**src/rtl/async_sram_ctrl.sv**
```systemverilog
// Synchronous request/response front end for an asynchronous SRAM.
// Every SRAM strobe comes straight from a flop, so the strobes cannot glitch.
//
// state | meaning
// IDLE  | no access in progress, req_ready = 1, all strobes inactive
// RD    | n_cs/n_oe low, counting down the read access time
// WR_S  | address/data/n_cs valid, n_we still high (setup)
// WR_P  | n_we low (write pulse)
// WR_H  | n_we high again, address/data/n_cs held (hold)
module async_sram_ctrl #(
  parameter int D_WIDTH  = 8,
  parameter int A_WIDTH  = 15,
  parameter int RD_WAIT  = 3,
  parameter int WR_SETUP = 1,
  parameter int WR_PULSE = 3,
  parameter int WR_HOLD  = 1
) (
  input  logic               clk,
  input  logic               rst,
  input  logic               req_valid,
  output logic               req_ready,
  input  logic               req_we,
  input  logic [A_WIDTH-1:0] req_addr,
  input  logic [D_WIDTH-1:0] req_wdata,
  output logic               rsp_done,
  output logic [D_WIDTH-1:0] rsp_rdata,
  output logic [A_WIDTH-1:0] mem_a,
  output logic [D_WIDTH-1:0] mem_d_out,
  output logic               mem_d_drive,
  input  logic [D_WIDTH-1:0] mem_d_in,
  output logic               mem_n_cs,
  output logic               mem_n_oe,
  output logic               mem_n_we
);

  localparam int T_MAX_RW = (RD_WAIT > WR_SETUP) ? RD_WAIT : WR_SETUP;
  localparam int T_MAX_PH = (WR_PULSE > WR_HOLD) ? WR_PULSE : WR_HOLD;
  localparam int T_MAX    = (T_MAX_RW > T_MAX_PH) ? T_MAX_RW : T_MAX_PH;
  localparam int C_WIDTH  = $clog2(T_MAX) + 1;

  localparam logic [C_WIDTH-1:0] RD_LD  = C_WIDTH'(RD_WAIT);
  localparam logic [C_WIDTH-1:0] WS_LD  = C_WIDTH'(WR_SETUP);
  localparam logic [C_WIDTH-1:0] WP_LD  = C_WIDTH'(WR_PULSE);
  localparam logic [C_WIDTH-1:0] WH_LD  = C_WIDTH'(WR_HOLD);
  localparam logic [C_WIDTH-1:0] CNT_TC = C_WIDTH'(1);

  // A zero-cycle phase would make the down-counter skip its terminal count.
  if (RD_WAIT < 1) begin : g_bad_rd_wait
    $error("async_sram_ctrl: RD_WAIT must be >= 1");
  end
  if (WR_SETUP < 1) begin : g_bad_wr_setup
    $error("async_sram_ctrl: WR_SETUP must be >= 1");
  end
  if (WR_PULSE < 1) begin : g_bad_wr_pulse
    $error("async_sram_ctrl: WR_PULSE must be >= 1");
  end
  if (WR_HOLD < 1) begin : g_bad_wr_hold
    $error("async_sram_ctrl: WR_HOLD must be >= 1");
  end

  typedef enum logic [2:0] {
    IDLE,
    RD,
    WR_S,
    WR_P,
    WR_H
  } state_t;

  state_t             state, state_nxt;
  logic [C_WIDTH-1:0] cnt, cnt_nxt;
  logic               cnt_last;
  logic               accept;
  logic               rd_capture;
  logic               done_nxt;
  logic               n_cs_nxt, n_oe_nxt, n_we_nxt, drive_nxt;

  assign req_ready = (state == IDLE);
  assign accept    = req_valid & req_ready;
  assign cnt_last  = (cnt == CNT_TC);

  always_ff @(posedge clk or posedge rst) begin
    if (rst) begin
      state       <= IDLE;
      cnt         <= '0;
      mem_n_cs    <= 1'b1;
      mem_n_oe    <= 1'b1;
      mem_n_we    <= 1'b1;
      mem_d_drive <= 1'b0;
      mem_a       <= '0;
      mem_d_out   <= '0;
      rsp_rdata   <= '0;
      rsp_done    <= 1'b0;
    end else begin
      state       <= state_nxt;
      cnt         <= cnt_nxt;
      mem_n_cs    <= n_cs_nxt;
      mem_n_oe    <= n_oe_nxt;
      mem_n_we    <= n_we_nxt;
      mem_d_drive <= drive_nxt;
      rsp_done    <= done_nxt;
      // Address and data only move on acceptance, so they stay put for the whole access.
      if (accept) begin
        mem_a     <= req_addr;
        mem_d_out <= req_wdata;
      end
      if (rd_capture) begin
        rsp_rdata <= mem_d_in;
      end
    end
  end

  always_comb begin
    state_nxt  = state;
    cnt_nxt    = cnt;
    done_nxt   = 1'b0;
    rd_capture = 1'b0;

    case (state)
      IDLE: begin
        if (req_valid) begin
          state_nxt = req_we ? WR_S : RD;
          cnt_nxt   = req_we ? WS_LD : RD_LD;
        end
      end
      RD: begin
        if (cnt_last) begin
          state_nxt  = IDLE;
          cnt_nxt    = '0;
          done_nxt   = 1'b1;
          rd_capture = 1'b1;
        end else begin
          cnt_nxt = cnt - CNT_TC;
        end
      end
      WR_S: begin
        if (cnt_last) begin
          state_nxt = WR_P;
          cnt_nxt   = WP_LD;
        end else begin
          cnt_nxt = cnt - CNT_TC;
        end
      end
      WR_P: begin
        if (cnt_last) begin
          state_nxt = WR_H;
          cnt_nxt   = WH_LD;
        end else begin
          cnt_nxt = cnt - CNT_TC;
        end
      end
      WR_H: begin
        if (cnt_last) begin
          state_nxt = IDLE;
          cnt_nxt   = '0;
          done_nxt  = 1'b1;
        end else begin
          cnt_nxt = cnt - CNT_TC;
        end
      end
      default: begin
        state_nxt = IDLE;
        cnt_nxt   = '0;
      end
    endcase

    // Strobes are decoded from the next state and registered, so they line up with the state.
    n_cs_nxt  = (state_nxt == IDLE);
    n_oe_nxt  = (state_nxt != RD);
    n_we_nxt  = (state_nxt != WR_P);
    drive_nxt = (state_nxt == WR_S) || (state_nxt == WR_P) || (state_nxt == WR_H);
  end

endmodule

```
**config.mk**
```make
export PLATFORM = sky130hd
export DESIGN_NAME = async_sram_ctrl
export DESIGN_NICKNAME = d
export VERILOG_FILES = /design/src/rtl/async_sram_ctrl.sv
export SDC_FILE = /design/constraint.sdc
export NUM_CORES = 1
export LEC_CHECK = 0
export CAP_MARGIN = 20
export CELL_PAD_IN_SITES_DETAIL_PLACEMENT = 0
export CELL_PAD_IN_SITES_GLOBAL_PLACEMENT = 2
export CORE_ASPECT_RATIO = 1.1
export CORE_UTILIZATION = 30
export DETAILED_ROUTE_END_ITERATION = 10
export PLACE_DENSITY_LB_ADDON = 0.1
export SLEW_MARGIN = 10
export SYNTH_ARGS = -nofsm -noshare
export SYNTH_HDL_FRONTEND = slang
export SYNTH_SLANG_ARGS = --single-unit
export TNS_END_PERCENT = 10
```
**constraint.sdc**
```tcl
create_clock -name clk -period 4 [get_ports clk]
set_input_delay 0.8 -clock clk [delete_from_list [all_inputs] [get_ports clk]]
set_output_delay 0.8 -clock clk [all_outputs]
set_load 0.005 [all_outputs]
```
==> metrics.txt, run 1 <==
outcome=complete, no violations; cts-stage hold buffer count=0; clk root buf=clkbuf_8; combinational share of power=44.6%; Routed Wire Length=between 3 and 4 mm; TritonCTS clock tree=yes; Worst-path clk slew=0.08 ns; Max clock buf depth=2; pwr dens=between 700 and 800 nW/um^2; RSZ-0062 raised after global routing=no; clk_lat worst skew=0.29 ns; row count=29; number of global-route vias before repair=1358; most frequent cells in the layout=clkdlybuf4s50_1 (71), dfrtp_1 (39), mux2_4 (20), mux2_2 (12), o21ai_0 (7); CP endpoint kind=output pin; crit share post-route=around two thirds; port bufs=a little over 70; Initial Util=31.5%; Peak Freq=0.378 GHz; pin count of the biggest net entering global routing=43; Final Cell Area=2760 sq um; DRT antenna net count=0; sequential-to-total area share from yosys stat=57.3%; Clock power frac=18.8%; vias per cell=around 4.6; TritonCTS buffer count=5; placed cell area=2620 sq um; die area=6450 sq um; post-synth top area share=between 50% and 60%; DR DRC count=0; Post-Synthesis Cells=130; most common cell after layout, fill and taps aside=clkdlybuf4s50_1; DR vias=1284; unique cell type count in the Yosys netlist=35; DP HPWL=approximately 2.7 mm; initial antenna violation count=0; Antenna Cells=0; pre-CTS WS=1.39 ns; critical path launch point type=flop; first-pass GRT wire length=6.63 mm; Synth Register Bits=42; cts repair resizes=0; number of synthesized flops with an enable pin=0; Layout Utilization=47.3%; post-layout min period=2.65 ns; H-Tree Depth=2; clock skew=0.00408 ns; required time of the critical path=3.20 ns; top area cells in the synthesized netlist=dfrtp_1 (53%), mux2_4 (16%), mux2_2 (7.3%); WS Path Type=reg -> out; Die Wd=approximately 77 um; Final #Nets=241; Hold Vio Cnt, Final=0; fillers=544; final setup margin=between 1 and 1.5 ns; Top Ports=72; initial DRC count=30; Layout area overhead=50.0%; area leader, netlist=dfrtp_1; Least-Margin Pin Slew=~0.54 ns; synthesized area=about 1800 sq um; syn avg cell area=14.2 sq um; Core Box Area=5840 sq um; Post-CTS Setup Inserts=0; total negative slack=0 ns; grt ovf=0; routability cong.=around 0.78; Hold Path Class=reg -> reg; clock sink count=42; max_cap viols=0; Async S/R FF share, synth=100%; Synthesized Nets=around 170; relative slew slack=between 60% and 70%; Cell Int Power=0.00157 W; P_sw=0.000597 W; WP data arrival=1.85 ns; total track usage=13.2%; drt wl/cell=13.9 um; fraction of layout cells with a size suffix above 1=23.4%; Max IR drop VDD=around 0.00028 V; total power=around 0.0022 W; Synth Flop Type=dfrtp_1; drt first pass iters=4; Seq pwr share=36.6%; Sw Share=27.5%; warnings from Yosys=0; Slew Viols, Final=0; R2R Setup Slk=~2.2 ns; leakage power=around 1.2 nW; Worst Path Max Fanout=16; Die H=~84 um; setup violators final=0
-- critical path, stage by stage, from the launching register on --
cell and delay [ns]:
dfrtp_1 0.55, nor3_1 0.42, clkdlybuf4s50_1 0.58
-- kinds of logic (layout without fill, tap and decap cells) --
| family | after synthesis | count (layout) | share of synthesized area (%) |
|---|---|---|---|
| buffers and inverters | 10 | 85 | 3.19 |
| adders and majority gates | 2 | 2 | 1.36 |
| muxes | 32 | 32 | 23.7 |
| DFF | 42 | 42 | 57.3 |
| AOI/OAI and AO/OA | 18 | 18 | 6.32 |
| and+or+nand+nor | 25 | 25 | 7.68 |
| xor gates and xnor gates | 1 | 1 | 0.476 |
-- worst paths after layout --
kind                                end         start  cells after the start
max                           req_ready      state[1]                      2
min                        mem_d_out[5]  mem_d_out[5]                      1
max reg2reg                mem_d_out[6]      state[1]                      4
min reg2reg                mem_d_out[5]  mem_d_out[5]                      1
max in group asynchronous      mem_n_oe           rst                      3
min in group asynchronous  rsp_rdata[7]           rst                      3
-- power by group through the flow --
stage / logic, W / clock network [W] / registers (W)
finish: 0.000967 / 0.000408 / 0.000794
detailed placement: 0.000975 / 0 / 0.000804
floorplan: 0.000528 / 0 / 0.000772
global placement: 0.000969 / 0 / 0.000793
CTS: 0.000983 / 0.000423 / 0.000797
global route: 0.00105 / 0.000439 / 0.000828
-- synthesized netlist by cell type, drive strengths merged (2+ instances only) --
master,number
nor2,6
o21ai,7
dfstp,3
inv,4
nor2b,2
nor3,4
nand2,3
mux2,32
a21oi,3
dfrtp,39
ha,2
buf,5
and2,2
-- flip-flops by register name, summed over array words and instances, names as in the netlist, 3 cells and up --
signal     flops
mem_a         15
rsp_rdata      8
state          3
cnt            3
mem_d_out      8
-- area by class of cell --
type | count | area (sq um) | area share (%)
tap | 77 | 96.3 | 3.49
inverter | 4 | 15.0 | 0.544
sequential | 42 | 1050 | 38.2
multi-input combinational | 78 | 727 | 26.3
timing repair buffer | 73 | 726 | 26.3
clock inverter | 2 | 60.1 | 2.17
clock buffer | 6 | 82.6 | 2.99
-- per-layer routing --
layer	track usage, %	routed length (um)
met5	0	0
met4	4.20	51
met3	3.59	189
met2	21.8	1850
met1	16.6	1830
-- metrics by stage --
step | cells | hold slack, ns
2_1_floorplan | 130 | 0.479
3_3_place_gp | 274 | 0.490
3_5_place_dp | 274 | 0.491
4_1_cts | 282 | 0.511
5_1_grt | 282 | 0.520
6_report | 282 | 0.510
No activity file was read; power rests on OpenSTA's default activity.
==> run 2: changes to the inputs <==
CORE_UTILIZATION = 28   (was 30)
clock period = 2.55 ns   (was 4 ns; I/O delays follow)
==> metrics.txt, run 2 (synthesis gave the netlist of run 1 again) <==
outcome=complete, no violations; Die Wd=79.3 um (+3.4%); Least-Margin Pin Slew=0.519 ns (-0.0183 ns); most common cell after layout, fill and taps aside=clkdlybuf4s50_1; Critical Path Source=state[2]; Top Ports=72 (unchanged); clk_lat worst skew=0.29 ns (about the same); Critical Path Stages=2 (unchanged); H-Tree Depth=2 (unchanged); grt ovf=0 (unchanged); clock skew=0.00611 ns (+0.00203 ns); Reg with most FFs=mem_a; crit path capture=req_ready; Final Cell Area=2770 sq um (+0.23%); post-layout min period=about 2.2 ns; max FFs per register=15 (unchanged); Final #Nets=244 (+1.2%); Die H=87.0 um (+3.4%); vias per cell=4.48 (-1.6%); initial antenna violation count=0 (unchanged); DR DRC count=0 (unchanged); RSZ-0062 raised after global routing=no; cts repair resizes=0 (unchanged); Peak Freq=0.450 GHz; drt first pass iters=4 (unchanged); largest delay contributor family on the critical path=buffers and inverters; CP bufs+invs=1 (unchanged); P_sw=0.000972 W (+63%); Clock power frac=15.4% (-3.4 points); Max IR drop VDD=0.000429 V (+53%); required time of the critical path=2.04 ns (-1.16 ns); clock sink count=42 (unchanged); critical path launch point type=flop; port bufs=71 (unchanged); Layout area overhead=50.4%; CP endpoint kind=output pin; initial DRC count=39 (+30%); fillers=592 (+8.8%); setup violators final=0 (unchanged); number of global-route vias before repair=1361 (+0.22%); leakage power=1.16 nW (-0.15%); placed cell area=2660 sq um (+1.5%); Worst-path clk slew=0.08 ns (about the same); Routed Wire Length=4.02 mm (+2.6%); Seq pwr share=34.9% (-1.7 points); DRT antenna net count=0 (unchanged); Post-CTS Setup Inserts=0 (unchanged); routability cong.=0.840 (+8.4%); CP max stage cell=clkdlybuf4s50_1; TritonCTS buffer count=5 (unchanged); total negative slack=0 ns (unchanged); Core Box Area=6270 sq um (+7.3%); DR vias=1290 (+0.47%); Initial Util=29.4% (-2.1 points); max_cap viols=0 (unchanged); biggest regs=mem_a x15, mem_d_out x8, rsp_rdata x8; fraction of layout cells with a size suffix above 1=24.0% (+0.62 points); R2R Setup Slk=0.78 ns (-1.37 ns); Hold Path Class=reg -> reg; ordered cell list for the critical path=nor3_1 -> clkdlybuf4s50_1; Hold Vio Cnt, Final=0 (unchanged); row count=30 (+3.4%); total track usage=12.1% (-1.0 points); first-pass GRT wire length=6.40 mm (-3.4%); relative slew slack=65.4% (+1.2 points); max incr delay on CP=0.59 ns (about the same); r2r endpoint=rsp_rdata[4]; pin count of the biggest net entering global routing=43 (unchanged); Slew Viols, Final=0 (unchanged); crit share post-route=87.1%; most frequent cells in the layout=clkdlybuf4s50_1 (71), dfrtp_1 (39), mux2_4 (20), mux2_2 (12), o21ai_0 (7); DP HPWL=2.93 mm (+8.1%); cts-stage hold buffer count=0 (unchanged); Max clock buf depth=2 (unchanged); pwr dens=1210 nW/um^2 (+54%); die area=6900 sq um (+7.0%); FF-to-FF path depth=5 (+1); clk root buf=clkbuf_8; drt wl/cell=14.0 um (+0.49%); combinational share of power=49.6% (+5.0 points); Antenna Cells=0 (unchanged); Worst Path Max Fanout=4 (-12); Sw Share=29.0% (+1.5 points); reg2reg start=cnt[1]; TritonCTS clock tree=yes; WS Path Type=reg -> out; Cell Int Power=0.00238 W (+52%); WP data arrival=1.71 ns (-0.14 ns)
run 2: changes by cell type in the layout (fill, tap and decap cells not counted):
cell        delta
clkbuf_8       -1
clkinvlp_4     +1
buf_12         +1
buf_4          +2
bufinv_16      -1
clkbuf_1       +1
run 2: routing by layer:
layer / routed length [um] / vias to the layer above / global-route usage [%] / part of all wire (%)
li1: - / 612 / - / -
met1: 1720 / 629 / 14.4 / 43
met2: 2030 / 45 / 20.7 / 51
met3: 216 / 4 / 2.93 / 5.4
met4: 52 / 0 / 5.62 / 1.3
met5: 0 / - / 0 / 0
run 2: area by class of cell:
class / instances / area (sq um) / share of cell area (%)
inverters: 4 / 15.0 / 0.542
multi-input cells: 78 / 727 / 26.3
flip-flops and latches: 42 / 1050 / 38.1
clock inverters: 2 / 37.5 / 1.36
repair buffers: 76 / 761 / 27.5
well taps: 80 / 100 / 3.62
clock buffers: 6 / 72.6 / 2.62
run 2: worst min-delay path by stage:
stage | cells past startpoint | start | slack [ns] | end
2_1_floorplan | 1 | cnt[1] | 0.48 | cnt[1]
3_3_place_gp | 1 | rsp_rdata[7] | 0.49 | rsp_rdata[7]
3_5_place_dp | 1 | mem_d_out[0] | 0.49 | mem_d_out[0]
4_1_cts | 1 | rsp_rdata[2] | 0.51 | rsp_rdata[2]
5_1_grt | 1 | rsp_rdata[2] | 0.52 | rsp_rdata[2]
6_report | 1 | rsp_rdata[5] | 0.51 | rsp_rdata[5]
run 2: power groups by stage:
stage,Combinational (W),Sequential (W),Clock (W)
final,0.00167,0.00117,0.000517
after floorplan,0.000828,0.00121,0
after global routing,0.00180,0.00121,0.000573
after global placement,0.00166,0.00117,0
after detailed placement,0.00168,0.00119,0
after CTS,0.00169,0.00118,0.000539
run 2: through the flow:
step	setup slack [ns]	utilization, %	cells	total power (W)	hold WS (ns)
floorplan	1.02	-	130	0.00204	0.479
global placement	0.427	42.4	280	0.00283	0.488
detailed placement	0.395	42.4	280	0.00286	0.492
CTS	0.316	44.2	288	0.00340	0.513
global route	0.205	44.2	288	0.00359	0.523
finish	0.329	44.2	288	0.00335	0.509
